[src/rtl/tone_sequencer.sv]
// Melody sequencer for tone_dcdr: plays a note table and lets a live key override it.
// Optional macro TONE_SEQ_ACCENT_EN: later beats of a played note use half duty.
module tone_sequencer #(
  parameter int unsigned TICK_DIV   = 12_500_000,
  parameter int unsigned GAP_CYCLES = 1_000_000,
  parameter int unsigned SEQ_DEPTH  = 16,
  localparam int unsigned AW        = $clog2(SEQ_DEPTH)
) (
  input  logic          sys_clk,
  input  logic          sys_rst,
  input  logic          key_valid,
  input  logic [3:0]    key_code,
  input  logic [6:0]    duty_in,
  input  logic          wr_en,
  input  logic [AW-1:0] wr_addr,
  input  logic [3:0]    wr_note,
  input  logic [3:0]    wr_len,
  input  logic          play,
  input  logic          stop,
  input  logic          loop_en,
  output logic [3:0]    tone_code,
  output logic          tone_en,
  output logic [6:0]    duty_cycle,
  output logic          busy,
  output logic [AW-1:0] step_idx,
  output logic          done
);

  localparam int unsigned TW = $clog2(TICK_DIV + 1);
  localparam int unsigned GW = $clog2(GAP_CYCLES + 1);

  typedef enum logic [2:0] {
    S_IDLE,
    S_LIVE,
    S_PLAY,
    S_GAP,
    S_PAUSE
  } state_t;

  state_t        state_q, state_d;
  state_t        saved_q, saved_d;
  state_t        run_state;
  logic [AW-1:0] idx_q, idx_d, run_idx, nxt_idx;
  logic [TW-1:0] tick_q, tick_d;
  logic [3:0]    beat_q, beat_d;
  logic [GW-1:0] gap_q, gap_d;
  logic          run_end;
  logic          done_d;
  logic [3:0]    code_d;
  logic          en_d;
  logic [6:0]    duty_d;
  logic [6:0]    duty_clamp;
  logic [3:0]    cur_len;
  logic          wr_ok;

  logic [3:0] note_mem [SEQ_DEPTH];
  logic [3:0] len_mem  [SEQ_DEPTH];

  assign nxt_idx    = idx_q + AW'(1);
  assign cur_len    = len_mem[idx_q];
  assign duty_clamp = (duty_in > 7'd100) ? 7'd100 : duty_in;
  assign wr_ok      = wr_en && !busy && (state_q == S_IDLE || state_q == S_LIVE);
  assign step_idx   = idx_q;

  // Note table; contents survive reset.
  always_ff @(posedge sys_clk) begin
    if (wr_ok) begin
      note_mem[wr_addr] <= wr_note;
      len_mem[wr_addr]  <= wr_len;
    end
  end

  always_ff @(posedge sys_clk) begin
    if (sys_rst) begin
      state_q    <= S_IDLE;
      saved_q    <= S_IDLE;
      idx_q      <= '0;
      tick_q     <= '0;
      beat_q     <= '0;
      gap_q      <= '0;
      tone_code  <= '0;
      tone_en    <= 1'b0;
      duty_cycle <= '0;
      busy       <= 1'b0;
      done       <= 1'b0;
    end else begin
      state_q    <= state_d;
      saved_q    <= saved_d;
      idx_q      <= idx_d;
      tick_q     <= tick_d;
      beat_q     <= beat_d;
      gap_q      <= gap_d;
      tone_code  <= code_d;
      tone_en    <= en_d;
      duty_cycle <= duty_d;
      busy       <= (state_d == S_PLAY) || (state_d == S_GAP) || (state_d == S_PAUSE);
      done       <= done_d;
    end
  end

  always_comb begin
    state_d   = state_q;
    saved_d   = saved_q;
    idx_d     = idx_q;
    tick_d    = tick_q;
    beat_d    = beat_q;
    gap_d     = gap_q;
    done_d    = 1'b0;
    run_state = state_q;
    run_idx   = idx_q;
    run_end   = 1'b0;

    // Where the sequence would go this cycle absent keys/stop; counters only move in PLAY/GAP.
    if (state_q == S_PLAY) begin
      if (tick_q == TW'(TICK_DIV - 1)) begin
        tick_d = '0;
        if (beat_q == 4'(cur_len - 4'd1)) begin
          beat_d    = '0;
          gap_d     = '0;
          run_state = S_GAP;
        end else begin
          beat_d = beat_q + 4'd1;
        end
      end else begin
        tick_d = tick_q + TW'(1);
      end
    end else if (state_q == S_GAP) begin
      if (gap_q == GW'(GAP_CYCLES - 1)) begin
        gap_d     = '0;
        tick_d    = '0;
        beat_d    = '0;
        run_state = S_PLAY;
        if (idx_q != AW'(SEQ_DEPTH - 1) && len_mem[nxt_idx] != 4'd0) begin
          run_idx = nxt_idx;
        end else if (loop_en && len_mem[0] != 4'd0) begin
          run_idx = '0;
        end else begin
          run_end = 1'b1;
        end
      end else begin
        gap_d = gap_q + GW'(1);
      end
    end

    case (state_q)
      S_IDLE: begin
        if (key_valid) begin
          state_d = S_LIVE;
        end else if (play && !stop) begin
          idx_d  = '0;
          tick_d = '0;
          beat_d = '0;
          gap_d  = '0;
          if (len_mem[0] == 4'd0) done_d = 1'b1;
          else                    state_d = S_PLAY;
        end
      end
      S_LIVE: begin
        if (!key_valid) state_d = S_IDLE;
      end
      S_PLAY, S_GAP: begin
        if (stop || run_end) begin
          state_d = S_IDLE;
          idx_d   = '0;
          tick_d  = '0;
          beat_d  = '0;
          gap_d   = '0;
          done_d  = 1'b1;
        end else if (key_valid) begin
          state_d = S_PAUSE;
          saved_d = run_state;
          idx_d   = run_idx;
        end else begin
          state_d = run_state;
          idx_d   = run_idx;
        end
      end
      S_PAUSE: begin
        if (stop) begin
          state_d = S_IDLE;
          idx_d   = '0;
          tick_d  = '0;
          beat_d  = '0;
          gap_d   = '0;
          done_d  = 1'b1;
        end else if (!key_valid) begin
          state_d = saved_q;
        end
      end
      default: state_d = S_IDLE;
    endcase
  end

  // Output values for the state being entered.
  always_comb begin
    code_d = '0;
    en_d   = 1'b0;
    case (state_d)
      S_LIVE, S_PAUSE: begin
        code_d = key_code;
        en_d   = 1'b1;
      end
      S_PLAY: begin
        code_d = note_mem[idx_d];
        en_d   = (note_mem[idx_d] != 4'd0);
      end
      default: ;
    endcase
    duty_d = en_d ? duty_clamp : 7'd0;
`ifdef TONE_SEQ_ACCENT_EN
    if (en_d && state_d == S_PLAY && beat_d != 4'd0) duty_d = duty_clamp >> 1;
`endif
  end

endmodule
[config.mk]
export PLATFORM = sky130hd
export DESIGN_NAME = tone_sequencer
export DESIGN_NICKNAME = d
export VERILOG_FILES = /design/src/rtl/tone_sequencer.sv
export SDC_FILE = /design/constraint.sdc
export NUM_CORES = 1
export LEC_CHECK = 0
export BUFFER_PORTS_ARGS = -buffer_cell sky130_fd_sc_hd__buf_2
export CORE_MARGIN = 5
export CORE_UTILIZATION = 65
export CTS_BUF_LIST = sky130_fd_sc_hd__clkbuf_4
export DETAILED_ROUTE_END_ITERATION = 10
export GPL_ROUTABILITY_DRIVEN = 0
export MAX_ROUTING_LAYER = met4
export PLACE_DENSITY = 0.95
export SKIP_CTS_REPAIR_TIMING = 1
export SYNTH_ARGS = -nofsm -noshare
export SYNTH_HDL_FRONTEND = slang
export SYNTH_SLANG_ARGS = --single-unit
export TNS_END_PERCENT = 100
[constraint.sdc]
create_clock -name sys_clk -period 6.13 [get_ports sys_clk]
set_clock_uncertainty 0.05 [all_clocks]
set_input_delay 0.3065 -clock sys_clk [delete_from_list [all_inputs] [get_ports sys_clk]]
set_output_delay 0.3065 -clock sys_clk [all_outputs]
set_load 0.01 [all_outputs]
==> implementation parameters, run 1 <==
Parameter                              Value

Status
  Run status ... complete, no violations

Routing
  Routed length per instance ... 21.1 µm
  Drt drc ... 0
  Detailed Routing Iterations Pass 1 ... 6
  Routed via count ... approximately 7k
  Iter 0 DRT Violations ... 951
  Via density ... ~6.7
  Final routed wirelength across all metal layers ... 22000 µm
  Routed Antenna Nets ... 0

Synth
  Ranking of synthesized cells by instance count ... sky130_fd_sc_hd__edfxtp_1, sky130_fd_sc_hd__nor2_1, sky130_fd_sc_hd__dfxtp_1
  Async set-reset flop share out of synthesis ... 0%
  Area share of the largest cell type after synthesis ... roughly two fifths
  Count of cell types in the netlist ... 82
  Post-synthesis cell type with the largest combined area ... sky130_fd_sc_hd__edfxtp_1
  Most frequent cell after synthesis ... sky130_fd_sc_hd__edfxtp_1
  Synth top area cells ... sky130_fd_sc_hd__edfxtp_1, sky130_fd_sc_hd__dfxtp_1, sky130_fd_sc_hd__mux4_2
  Syn. warnings ... 0
  Number of cells produced by synthesis ... 796
  Prevailing post-synth register cell ... sky130_fd_sc_hd__edfxtp_1
  Mean instance size in the synthesized netlist ... about 12 µm²
  Cell area after synthesis ... ~0.0092 mm²
  Register bit total from synthesis ... 200
  Syn Nets ... around 830
  Proportion of synthesized chip area in sequential cells ... a little under three fifths
  Number of enable flip-flop cells after synthesis ... between 100 and 150

Global route
  Largest net degree at the start of global routing ... 29
  Number of global-route vias before repair ... ~6.3k
  Antenna violations before repair ... 0
  Global route overflow ... 0
  All-Layer GR Usage ... 26.3%
  Global-route wire length before repair ... 32800 µm

STA
  Final period util ... between 70% and 80%
  Min Clock Period, post-route ... between 4 and 5 ns
  Final worst slack ... around 1.3 ns
  Worst slew slack as a fraction of its limit ... roughly 28%
  Setup-violating endpoint count in the final report ... 0
  Final-layout worst hold slack ... ~0.054 ns
  RSZ-0062 raised after global routing ... false
  Transition time at the pin with the least slew margin ... ~1.1 ns
  Fin. Hold Viols ... 0
  Max Clk Rate ... slightly above 200 MHz
  Total negative setup slack ... 0 ns
  Count of final max-slew check failures ... 0

Floorplanning
  Core region area ... approximately 0.014 mm²
  Effective utilization at floorplan ... between 60% and 70%
  Die Wd ... approximately 130 µm
  Die height ... about 130 µm
  Number of standard-cell rows in the floorplan ... 43
  DIE AREA ... 0.0166 mm²
  I/O pins ... 48

Critical path
  CP Launch Type ... flip-flop
  Cell breakdown of the critical path ... buf_4 -> ha_1 -> xor2_2 -> mux2_1 -> o2bb2ai_1 -> nor3_2 -> or3_1 -> a31oi_2 -> a211o_1 -> a21oi_1 -> nor3_1 -> a221oi_2 -> a21oi_1
  Worst path arrival time ... around 5.3 ns
  Most repeated library cell on the critical path ... sky130_fd_sc_hd__a21oi_1
  Worst path bufs/invs ... 1
  Largest incremental delay on the critical path ... about 0.68 ns
  Worst Path Class, Setup ... flip-flop to flip-flop
  Slowest stage cell on the critical path ... sky130_fd_sc_hd__dfxtp_1
  CP top delay family ... compound AO/OA/AOI/OAI gates
  Highest fanout seen on the critical path ... 18
  Req. time, crit path ... between 6 and 7 ns
  Kind of end point of the critical path ... flip-flop

Final layout
  Synth-to-Final Area Change ... 8.73%
  Number of antenna cells inserted ... 0
  Fill cells ... between 800 and 900
  Layout net count ... a little under 900
  Finished Cell Area ... ~0.01 mm²
  Fraction of layout instances using a drive strength above 1 ... between 15 and 20%

Clock network
  Clock root buffer ... sky130_fd_sc_hd__clkbuf_4
  H-Tree Depth ... 4
  Clock latency on the worst-skew pair ... approximately 0.60 ns
  Total number of clock tree sinks ... 200
  CTS Buf Count ... 17
  Buffers from clock root to sink, at most ... 2
  Reg clk slew, reported paths ... about 0.18 ns
  CTS tree ... done

Power and ir drop
  Net switching fraction of the power ... about a quarter
  Leakage power of the design ... roughly 3.4 nW
  Cell internal power dissipation ... roughly 1.7 mW
  Combinational power share ... 4.6%
  Total design power ... approximately 2.3 mW
  P per Cell Area ... roughly 230 mW/mm²
  Worst supply voltage drop on vdd ... roughly 0.31 mV
  Power share of the clock group ... between 30% and 40%
  Sequential cell fraction of total power ... between 60% and 70%
  Switching Power ... ~0.56 mW

Flow run
  Number of maximum-capacitance violations ... 0

Hold path
  Worst min-delay path class ... primary input to flip-flop

Placed design
  DPL Wire Length ... between 10000 and 15000 µm
  Post-place setup slack ... 1.54 ns
  Dpl cell area ... between 0.009 and 0.01 mm²
  Port bufs ... 47
==> power by group through the flow <==
| stage | clock network, mW | registers (mW) | logic (mW) |
|---|---|---|---|
| floorplan | 0 | 1.48 | 0.0460 |
| global placement | 0 | 1.48 | 0.0886 |
| detailed placement | 0 | 1.48 | 0.0914 |
| CTS | 0.755 | 1.45 | 0.0916 |
| global route | 0.819 | 1.46 | 0.113 |
| finish | 0.752 | 1.45 | 0.106 |
==> layout make-up <==
class	count	area (µm²)	share of cell area (%)
clock buffers	17	128	1.28
clock inverters	15	191	1.91
inverters	22	82.6	0.826
multi-input cells	537	3620	36.2
flip-flops and latches	200	5290	52.8
well taps	180	225	2.25
repair buffers	72	470	4.70
==> metal layers <==
layer  global-route usage (%)  wire, µm  share of wire (%)
met1                     33.6      8550                 39
met2                     42.2     11100                 51
met3                     5.73      1600                7.3
met4                     8.65       662                3.0
met5                        -         0                  0
==> cell usage in the layout, fill, tap and decap left out, types with 6 or more instances in the layout <==
| master | netlist | final |
|---|---|---|
| sky130_fd_sc_hd__edfxtp_1 | 128 | 128 |
| sky130_fd_sc_hd__nor2_1 | 91 | 91 |
| sky130_fd_sc_hd__dfxtp_1 | 72 | 72 |
| sky130_fd_sc_hd__nand2_1 | 67 | 67 |
| sky130_fd_sc_hd__a21oi_1 | 48 | 48 |
| sky130_fd_sc_hd__buf_2 | 6 | 47 |
| sky130_fd_sc_hd__o21ai_0 | 39 | 38 |
| sky130_fd_sc_hd__mux4_2 | 22 | 22 |
| sky130_fd_sc_hd__inv_1 | 22 | 22 |
| sky130_fd_sc_hd__nand3_1 | 22 | 22 |
| sky130_fd_sc_hd__dlygate4sd3_1 | 2 | 19 |
| sky130_fd_sc_hd__clkbuf_4 | 0 | 17 |
| sky130_fd_sc_hd__nor3_1 | 19 | 16 |
| sky130_fd_sc_hd__a311oi_1 | 16 | 16 |
| sky130_fd_sc_hd__a22oi_1 | 14 | 14 |
| sky130_fd_sc_hd__mux2i_1 | 14 | 14 |
| sky130_fd_sc_hd__and3_1 | 14 | 14 |
| sky130_fd_sc_hd__nor4_1 | 13 | 13 |
| sky130_fd_sc_hd__a31oi_1 | 11 | 11 |
| sky130_fd_sc_hd__nand4_1 | 9 | 9 |
| sky130_fd_sc_hd__o211ai_1 | 9 | 9 |
| sky130_fd_sc_hd__nor2b_1 | 8 | 8 |
| sky130_fd_sc_hd__and2_1 | 8 | 8 |
| sky130_fd_sc_hd__or3_1 | 7 | 7 |
| sky130_fd_sc_hd__nand3b_1 | 6 | 6 |
| sky130_fd_sc_hd__a2111oi_0 | 6 | 6 |
| sky130_fd_sc_hd__inv_8 | 0 | 6 |
| sky130_fd_sc_hd__buf_4 | 3 | 6 |
==> flip-flops by register name, indices dropped and copies added, names as in the netlist <==
| signal | flops |
|---|---|
| duty_cycle | 7 |
| step_idx | 4 |
| tick_q | 24 |
| len_mem | 64 |
| tone_en | 1 |
| gap_q | 20 |
| state_q | 3 |
| beat_q | 4 |
| done | 1 |
| note_mem | 64 |
| saved_q | 3 |
| tone_code | 4 |
| busy | 1 |
==> worst register-to-register path, cell delays in order, from the launching register on <==
cell and delay, ns:
sky130_fd_sc_hd__dfxtp_1 0.68, sky130_fd_sc_hd__buf_4 0.35, sky130_fd_sc_hd__ha_1 0.29, sky130_fd_sc_hd__xor2_2 0.34, sky130_fd_sc_hd__mux2_1 0.38, sky130_fd_sc_hd__o2bb2ai_1 0.14
sky130_fd_sc_hd__nor3_2 0.37, sky130_fd_sc_hd__or3_1 0.30, sky130_fd_sc_hd__a31oi_2 0.34, sky130_fd_sc_hd__a211o_1 0.38, sky130_fd_sc_hd__a21oi_1 0.19, sky130_fd_sc_hd__nor3_1 0.11
sky130_fd_sc_hd__a221oi_2 0.63, sky130_fd_sc_hd__a21oi_1 0.19
==> kinds of logic (layout without fill, tap and decap cells) <==
kind of cell	Yosys count	after routing	synth area share, %
simple gates	301	301	16.7
flops	200	200	57.5
compound gates	186	186	13.8
buf+inv	59	126	3.48
mux	37	37	7.03
xor+xnor	8	8	0.843
fa+ha+maj	5	5	0.680
==> path summary, 6_finish.rpt <==
kind                   end  cells after the start   startpoint  slack [ns]
max          duty_cycle[6]                     13  step_idx[0]        1.27
min          len_mem[2][2]                      1    wr_len[2]        0.05
max reg2reg  duty_cycle[6]                     13  step_idx[0]        1.27
min reg2reg     saved_q[1]                      2   saved_q[1]        0.42
==> stage by stage <==
stage | utilization, % | std cells
after global routing | 72.1 | 1043
final | 72.1 | 1043
after detailed placement | 68.4 | 992
after floorplan | - | 796
after CTS | 70.7 | 1024
after global placement | 68.4 | 992
No activity file was read; power rests on OpenSTA's default activity.
==> run 2: changes to the inputs <==
--- a/config.mk
+++ b/config.mk
@@ -5,14 +5,15 @@
 export SDC_FILE = /design/constraint.sdc
 export NUM_CORES = 1
 export LEC_CHECK = 0
+export ABC_AREA = 1
 export BUFFER_PORTS_ARGS = -buffer_cell sky130_fd_sc_hd__buf_2
 export CORE_MARGIN = 5
-export CORE_UTILIZATION = 65
+export CORE_UTILIZATION = 64
 export CTS_BUF_LIST = sky130_fd_sc_hd__clkbuf_4
 export DETAILED_ROUTE_END_ITERATION = 10
 export GPL_ROUTABILITY_DRIVEN = 0
 export MAX_ROUTING_LAYER = met4
-export PLACE_DENSITY = 0.95
+export PLACE_DENSITY = 0.94
 export SKIP_CTS_REPAIR_TIMING = 1
 export SYNTH_ARGS = -nofsm -noshare
 export SYNTH_HDL_FRONTEND = slang
==> constraint.sdc (replaced) <==
create_clock -name sys_clk -period 5 [get_ports sys_clk]
set_clock_uncertainty 0.05 [all_clocks]
set_input_delay 0.25 -clock sys_clk [delete_from_list [all_inputs] [get_ports sys_clk]]
set_output_delay 0.25 -clock sys_clk [all_outputs]
set_load 0.01 [all_outputs]
==> run 2 against run 1 <==
  * Non-clock buffer count rose by 3
  * Sequential cell count unchanged
  * Power increased by 22%
  * Core utilization fell by 1.7 points
  * First-iteration DRC count rose by 41%
  * Global-route usage rose by 0.35 points
  * Combinational power grew 29%
  * Synthesized area grew 5.7%
  * Count of clock-buffer cells in the layout unchanged
  * Routed wire length grew 5.5%
  * Sequential share of layout area down 2.9 points
  * Largest cell class unchanged
  * Largest power group unchanged
==> implementation parameters, run 2 <==
Parameter                              Value

Critical path
  Kind of end point of the critical path ... flip-flop
  Launch point of the worst reg-to-reg path ... step_idx[0]
  Worst Path Class, Setup ... flip-flop to flip-flop
  Number of gates on the worst path with buffers counted ... 23 (+10)
  Worst r2r dst ... tone_code[1]
  Termination of the worst setup path ... tone_code[1]
  CP top delay family ... simple AND/OR/NAND/NOR gates
  Cell breakdown of the critical path ... ha_1 -> inv_1 -> nand2_1 -> nand2_2 -> inv_2 -> nor2_1 -> nand3_1 -> nand2_1 -> nand3_2 -> nand4_1 -> nand2_1 -> nand2_2 -> o21ai_4 -> buf_4 -> nand2_1 -> nand3_1 -> nand3_1 -> nand3_1 -> nand2_1 -> nor2_1 -> inv_1 -> a21oi_1 -> dlygate4sd3_1
  Req. time, crit path ... 5.52 ns (-1.02 ns)
  Most repeated library cell on the critical path ... sky130_fd_sc_hd__nand2_1
  Slowest stage cell on the critical path ... sky130_fd_sc_hd__dfxtp_2
  Worst path arrival time ... 5.12 ns (-0.15 ns)
  R2r setup slk ... 0.40 ns (-0.87 ns)
  Number of cells on the worst reg-to-reg path ... 23 (+10)
  Largest incremental delay on the critical path ... 0.99 ns (+0.31 ns)
  Worst path bufs/invs ... 5 (+4)
  CP Launch Type ... flip-flop
  Timing startpoint of the critical path ... step_idx[0]
  Highest fanout seen on the critical path ... 56 (+38)

Final layout
  Layout net count ... 1218 (+38%)
  Most frequent cells in the layout ... sky130_fd_sc_hd__nand2_1, sky130_fd_sc_hd__inv_1, sky130_fd_sc_hd__edfxtp_1
  Fill cells ... 1070 (+22%)
  Largest registers ... len_mem (64), note_mem (64), tick_q (24)
  Number of antenna cells inserted ... 0 (unchanged)
  Synth-to-Final Area Change ... 8.81% (about the same)
  Most common library cell in the layout ignoring fill and taps ... sky130_fd_sc_hd__nand2_1
  Fraction of layout instances using a drive strength above 1 ... 10.5% (-5.4 points)

STA
  Worst slew slack as a fraction of its limit ... 24.6% (-3.3 points)
  Min Clock Period, post-route ... 4.60 ns (-0.262 ns)
  Transition time at the pin with the least slew margin ... 1.12 ns (+0.0435 ns)
  Final period util ... 92.0% (+13 points)
  Count of final max-slew check failures ... 0 (unchanged)
  Setup-violating endpoint count in the final report ... 0 (unchanged)
  RSZ-0062 raised after global routing ... false
  Total negative setup slack ... 0 ns (unchanged)
  Fin. Hold Viols ... 0 (unchanged)
  Max Clk Rate ... 217 MHz (+5.7%)

Status
  Run status ... complete, no violations

Synth
  Proportion of synthesized chip area in sequential cells ... 54.4% (-3.1 points)
  Synth top area cells ... sky130_fd_sc_hd__edfxtp_1, sky130_fd_sc_hd__dfxtp_1, sky130_fd_sc_hd__nand2_1
  Number of cells produced by synthesis ... 1125 (+41%)
  Register bit total from synthesis ... 200 (unchanged)
  Prevailing post-synth register cell ... sky130_fd_sc_hd__edfxtp_1
  Syn Nets ... 1160 (+40%)
  Syn. warnings ... 0 (unchanged)
  Post-synthesis cell type with the largest combined area ... sky130_fd_sc_hd__edfxtp_1
  Area share of the largest cell type after synthesis ... 39.5% (-2.3 points)
  Mean instance size in the synthesized netlist ... 8.64 µm² (-25%)
  Ranking of synthesized cells by instance count ... sky130_fd_sc_hd__nand2_1, sky130_fd_sc_hd__inv_1, sky130_fd_sc_hd__edfxtp_1
  Cell area after synthesis ... 0.00972 mm² (+5.7%)
  Count of cell types in the netlist ... 53 (-35%)
  Most frequent cell after synthesis ... sky130_fd_sc_hd__nand2_1
  Number of enable flip-flop cells after synthesis ... 128 (unchanged)
  Async set-reset flop share out of synthesis ... 0% (unchanged)

Power and ir drop
  Total design power ... 2.81 mW (+22%)
  Leakage power of the design ... 4.27 nW (+26%)
  P per Cell Area ... 266 mW/mm² (+15%)
  Worst supply voltage drop on vdd ... 0.313 mV (+0.65%)

Floorplanning
  I/O pins ... 48 (unchanged)
  Core region area ... 0.0150 mm² (+8.3%)
  Effective utilization at floorplan ... 64.7% (-1.6 points)
  Number of standard-cell rows in the floorplan ... 45 (+4.7%)
  Die height ... 133 µm (+3.3%)
  DIE AREA ... 0.0178 mm² (+6.8%)
  Die Wd ... 133 µm (+3.3%)

Clock network
  CTS tree ... done
  Buffers from clock root to sink, at most ... 2 (unchanged)
  H-Tree Depth ... 4 (unchanged)
  Total number of clock tree sinks ... 200 (unchanged)
  Clock root buffer ... sky130_fd_sc_hd__clkbuf_4
  Clock latency on the worst-skew pair ... 0.64 ns (+0.04 ns)
  CTS Buf Count ... 17 (unchanged)
  Reg clk slew, reported paths ... 0.16 ns (-0.02 ns)

Global route
  Global-route wire length before repair ... 37000 µm (+13%)
  Largest net degree at the start of global routing ... 57 (+97%)
  Antenna violations before repair ... 0 (unchanged)
  Global route overflow ... 0 (unchanged)
  All-Layer GR Usage ... 26.7% (+0.35 points)
  Number of global-route vias before repair ... 7611 (+20%)

Flow run
  Number of maximum-capacitance violations ... 0 (unchanged)

Routing
  Routed via count ... 8202 (+17%)
  Drt drc ... 0 (unchanged)
  Routed Antenna Nets ... 0 (unchanged)
  Via density ... 5.93 (-12%)
  Final routed wirelength across all metal layers ... 23200 µm (+5.5%)
  Routed length per instance ... 16.7 µm (-21%)
  Iter 0 DRT Violations ... 1341 (+41%)
  Detailed Routing Iterations Pass 1 ... 7 (+1)

Placed design
  DPL Wire Length ... 15600 µm (+9.9%)
  Port bufs ... 47 (unchanged)

Hold path
  Worst min-delay path class ... primary input to flip-flop
==> run 2: where the power goes <==
group          leakage [nW]  switching [mW]  internal (mW)
registers              1.74         0.00780           1.77
logic                  2.37          0.0933         0.0440
clock network         0.160           0.647          0.242
==> run 2: cell type report <==
type	instances	area, µm²	share of cell area (%)
clock buffer	17	128	1.21
clock inverter	15	186	1.76
sequential	200	5290	50.0
multi-input combinational	723	3610	34.2
tap	188	235	2.22
timing repair buffer	75	505	4.78
inverter	166	626	5.91
==> run 2: per-stage QoR <==
stage	std cells	cell area, µm²	utilization [%]	setup WS [ns]	hold slack, ns
after floorplan	1125	9720	-	1.86	0.269
after global placement	1328	10000	66.7	1.10	0.390
after detailed placement	1328	10000	66.7	0.876	0.395
after CTS	1360	10300	68.8	0.802	-0.263
after global routing	1384	10600	70.4	0.00806	0.0169
final	1384	10600	70.4	0.402	0.0247
==> run 2: worst min path at each step <==
| stage | from | to | cells after the start |
|---|---|---|---|
| global route | key_valid | state_q[0] | 4 |
| global placement | saved_q[2] | saved_q[2] | 2 |
| floorplan | sys_rst | tone_code[1] | 1 |
| finish | key_valid | state_q[0] | 4 |
| CTS | duty_in[0] | duty_cycle[0] | 3 |
| detailed placement | saved_q[2] | saved_q[2] | 2 |
==> run 2: cell families (layout without fill, tap and decap cells) <==
logic type / Yosys count / after routing / synth area share [%]
AND/OR/NAND/NOR: 535 / 535 / 24.5
flip-flops: 200 / 200 / 54.4
AO/OA/AOI/OAI: 170 / 170 / 10.7
buffers and inverters: 202 / 273 / 8.52
XOR/XNOR: 13 / 13 / 1.25
adder cells (fa/ha/maj): 5 / 5 / 0.643
==> run 2: worst reg2reg max path: cells and delay by family, from the launching register on <==
family	cells	cell delay, ns
AOI/OAI and AO/OA	2	0.57
adders and majority gates	1	0.35
buffers and inverters	5	1.09
DFF	1	0.99
and+or+nand+nor	15	1.51
==> run 2: layer usage <==
layer	track usage [%]	wire length [µm]	share of wire (%)
met5	-	0	0
met4	8.63	650	2.8
met3	5.10	2120	9.2
met2	44.4	11400	49
met1	33.1	9020	39
